==> config.mk <==
export PLATFORM = sky130hd
export DESIGN_NAME = rr_arbiter_8
export DESIGN_NICKNAME = d
export VERILOG_FILES = /design/src/rtl/rr_arbiter_8.sv
export SDC_FILE = /design/constraint.sdc
export NUM_CORES = 1
export LEC_CHECK = 0
export ABC_AREA = 1
export CELL_PAD_IN_SITES_DETAIL_PLACEMENT = 2
export CELL_PAD_IN_SITES_GLOBAL_PLACEMENT = 2
export CORE_UTILIZATION = 30
export CTS_CLUSTER_DIAMETER = 200
export DETAILED_ROUTE_END_ITERATION = 10
export GPL_ROUTABILITY_DRIVEN = 1
export PLACE_DENSITY_LB_ADDON = 0.25
export SYNTH_ARGS = -nofsm -noshare
export SYNTH_HDL_FRONTEND = slang
export SYNTH_SLANG_ARGS = --single-unit
==> constraint.sdc <==
create_clock -name clk -period 4 [get_ports clk]
set_clock_uncertainty 0.1 [all_clocks]
set_input_delay 0.8 -clock clk [delete_from_list [all_inputs] [get_ports clk]]
set_output_delay 0.8 -clock clk [all_outputs]
set_load 0.01 [all_outputs]
==> src/rtl/rr_arbiter_8.sv <==
// rr_arbiter_8: 8-way round-robin arbiter with registered one-hot grant and hold-timeout preemption
module rr_arbiter_8 #(
    parameter int HOLD_MAX = 15
) (
    input  logic       clk,
    input  logic       rst_n,
    input  logic [7:0] req,
    output logic [7:0] gnt,
    output logic [2:0] gnt_idx,
    output logic       gnt_valid,
    output logic       preempt
);
    typedef enum logic {IDLE, BUSY} state_t;
    state_t     state, state_n;
    logic [2:0] ptr, ptr_n, search, idx, win, gnt_idx_n;
    logic [3:0] hold_cnt, hold_n;
    logic [7:0] gnt_n;
    logic       valid_n, preempt_n, found, timeout, rel;
    // Release detection and rotating search: a releasing owner hands priority to owner+1 on the same edge
    always_comb begin
        timeout = state == BUSY && req[gnt_idx] && hold_cnt == 4'(HOLD_MAX);
        rel = state == BUSY && (!req[gnt_idx] || timeout);
        search = rel ? gnt_idx + 3'd1 : ptr;
        found = 1'b0;
        win = 3'd0;
        idx = 3'd0;
        for (int i = 0; i < 8; i++) begin
            idx = search + 3'(i);
            if (!found && req[idx]) begin
                found = 1'b1;
                win = idx;
            end
        end
    end
    // Next state: grant from IDLE or on release, otherwise keep the owner and count hold cycles
    always_comb begin
        state_n = state;
        ptr_n = ptr;
        hold_n = hold_cnt;
        gnt_n = gnt;
        gnt_idx_n = gnt_idx;
        valid_n = gnt_valid;
        preempt_n = timeout;
        if (state == IDLE || rel) begin
            ptr_n = search;
            state_n = found ? BUSY : IDLE;
            hold_n = found ? 4'd1 : 4'd0;
            gnt_n = found ? 8'd1 << win : 8'd0;
            gnt_idx_n = found ? win : 3'd0;
            valid_n = found;
        end else begin
            hold_n = hold_cnt + 4'd1;
        end
    end
    // State and output registers; reset clears the grant immediately
    always_ff @(posedge clk or negedge rst_n) begin
        if (!rst_n) begin
            state <= IDLE;
            ptr <= 3'd0;
            hold_cnt <= 4'd0;
            gnt <= 8'd0;
            gnt_idx <= 3'd0;
            gnt_valid <= 1'b0;
            preempt <= 1'b0;
        end else begin
            state <= state_n;
            ptr <= ptr_n;
            hold_cnt <= hold_n;
            gnt <= gnt_n;
            gnt_idx <= gnt_idx_n;
            gnt_valid <= valid_n;
            preempt <= preempt_n;
        end
    end
endmodule

==> qor.yml <==
run_status:
  status: "completed"
clock_tree:
  cts_root_buf: "clkbuf_8"
  tritoncts: "done"
  clk_latency_ns: 0.26
  clock_path_buffers: 2
  cts.sinks: 20
  cts_htree_levels: 1
  cts_hold_buf: 0
  clk_pin_slew_ns: 0.07
  cts_buffers: 3
synth:
  synthAdderAreaFrac_pct: 2.569
  synthXorXnorAreaFrac_pct: 0.8992
  yosys_register_bits: 20
  synth_compound_area_share_pct: 4.110
  synth_warnings: 0
  synth_top_family_by_area: "simple AND/OR/NAND/NOR gates"
  syn_inst: 304
  synthMuxAreaShare_pct: 0
  synth_sequential_area_ratio_pct: 25.69
  synth_nets: 318
  yosys.area_share.simple_pct: 57.55
  yosys.cell_types.count: 31
  syn_avg_cell_area_um2: 6.408
  synth_area_mm2: 0.001948
drt:
  dr.pass1.iters: 4
  ant_nets: 0
  avgRoutedWirePerCell_um: 19.88
  route.vias.total: 2399
  vias_per_cell: 5.440
  drt_iter0_drc: 114
  wl_um: 8765
  drc_errors: 0
setup_path:
  end_kind: "register"
  startpoint_type: "input port"
  crit_slowest_cell: "clkdlybuf4s50_1"
  crit_arrival_ns: 4.03
  path_cells: "clkdlybuf4s50_1 > inv_1 > nand2_1 > nand3_2 > nand3_2 > nand3_4 > buf_4 > nand3_2 > nand2_2 > ha_4 > buf_4 > nand3_2 > nand3_2 > nand2_1 > nor2_2 > nand4_2 > nor2_4 > buf_4 > nand3_1 > nand2_2 > nand3b_1 > o21ai_1"
  worstSetupPathType: "input port to register"
  cp.required_ns: 4.05
  path_max_fanout: 6
  crit_path_max_incr_delay_ns: 0.52
  crit_top_cell: "nand3_2"
  rrSetupSlack_ns: 0.44
global_route:
  antenna_found_initial: 0
  grt-ovfl-total: 0
  grt_pass1_wl_um: 12430
  grt_max_degree: 21
  first_global_vias: 2409
  track_usage_pct: 24.87
floorplan:
  die_h_um: 82.59
  rows: 28
  start_util_pct: 31.96
  dieArea_mm2: 0.006820
  die_w_um: 82.59
  io_pins: 23
  core-area_mm2: 0.006096
sta:
  hold_viol: 0
  min_period_over_period_pct: 99.46
  max_slew_margin_pct: 37.24
  worst_pin_slew_ns: 0.9384
  rsz0062_at_grt: "true"
  final-setup-viol-count: 0
  max_freq_mhz: 251.3
  fin_crit_ns: 3.979
  final_max_slew_viol_count: 0
final_layout:
  regArea_um2: 500.5
  multi_input_area_mm2: 0.001373
  final_common_cell: "nand2_1"
  n_antenna_cell: 0
  fin_nets: 381
  fill_cells: 734
  layout_common_cells: "nand2_1 (81), nand3_1 (77), buf_4 (40)"
  fin_util_pct: 44.38
  area_growth_pct: 38.86
  drive_gt1_share_pct: 27.60
place:
  gp_congestion: 0.8123
  io_buffer_count: 22
  hpwlAfterDp_um: 6405
worst_hold_path:
  hp-class: "register to register"
flow_run:
  maxCapViolations: 0
final timing paths:
kind	to	start	cells after the start
hold / removal	gnt[1]	gnt[1]	2
setup / recovery	gnt[2]	req[0]	22
hold reg to reg	gnt[1]	gnt[1]	2
max in group asynchronous	gnt[3]	rst_n	1
setup reg to reg	gnt[5]	gnt_idx[0]	23
min in group asynchronous	hold_cnt[3]	rst_n	1
synth_stat cells:
cell      count  share of area, %
a21boi_0      1              0.39
a31oi_1       1              0.32
buf_2         2              0.51
buf_4         1              0.39
buf_6         3               1.7
clkbuf_1      1              0.19
clkinv_1      2              0.39
dfrtp_1      20                26
ha_1          4               2.6
inv_1        27               5.2
inv_2         4              0.77
nand2_1      86                17
nand2_2       8               2.6
nand2_4       5               2.9
nand3_1      85                22
nand3_2       7               3.6
nand3_4       1              0.90
nand3b_1      1              0.39
nand4_1       5               1.6
nand4_2       2               1.3
nor2_1       18               3.5
nor2_2        4               1.3
nor2_4        1              0.58
nor3_1        1              0.26
o21a_1        1              0.39
o21ai_0       5               1.3
o21ai_1       2              0.51
o21ai_2       1              0.45
o21bai_1      2              0.77
or2_1         1              0.32
xor2_1        2              0.90
stage by stage:
| stage | setup TNS [ns] | hold slack [ns] | instance area [um2] | instances | worst slack [ns] |
|---|---|---|---|---|---|
| 2_1_floorplan | 0 | 0.3667 | 1948 | 304 | 0.2569 |
| 3_3_place_gp | -0.8789 | 0.3668 | 2477 | 430 | -0.1383 |
| 3_5_place_dp | -3.780 | 0.3723 | 2477 | 430 | -0.4407 |
| 4_1_cts | 0 | 0.3988 | 2546 | 434 | 0.0005027 |
| 5_1_grt | -1.525 | 0.4298 | 2705 | 441 | -0.1691 |
| 6_report | 0 | 0.3894 | 2705 | 441 | 0.02147 |
layout make-up:
| class | count | area share, % |
|---|---|---|
| multi-input combinational | 244 | 50.74 |
| timing repair buffer | 65 | 20.58 |
| sequential | 20 | 18.50 |
| inverter | 33 | 4.672 |
| tap | 75 | 3.469 |
| clock buffer | 4 | 2.035 |
cells by family after synthesis:
group	Yosys count
DFF	20
adders and majority gates	4
xor gates and xnor gates	2
and+or+nand+nor	225
AOI/OAI and AO/OA	13
buffers and inverters	40
critical path: cells and delay by family:
kind / cells / cell delay, ns
AO/OA/AOI/OAI: 1 / 0.08
buffers and inverters: 5 / 1.04
AND/OR/NAND/NOR: 15 / 1.76
adder cells (fa/ha/maj): 1 / 0.32
what timing repair did:
item                                    CTS  global route
pin swaps                                 0            15
endpoints found under the setup margin   10            11
resized for setup                         4            29
buffers inserted                          0             7
sequential cells by signal (all words and copies together), names as in the netlist:
| name | cells |
|---|---|
| gnt | 8 |
| hold_cnt | 4 |
| gnt_idx | 3 |
| ptr | 3 |
| gnt_valid | 1 |
| preempt | 1 |
metal layers:
| layer | share of wire [%] | up-vias | track usage [%] |
|---|---|---|---|
| met2 | 50 | 64 | 42.98 |
| met3 | 4.2 | 19 | 2.857 |
| met5 | 0 | - | 0 |
| met4 | 1.9 | 0 | 5.345 |
| met1 | 44 | 1185 | 33.11 |
| li1 | - | 1131 | - |
Power is left out: the tool's default activity adds up to more than one toggle a clock period on the data nets, which glitch-free logic cannot reach.
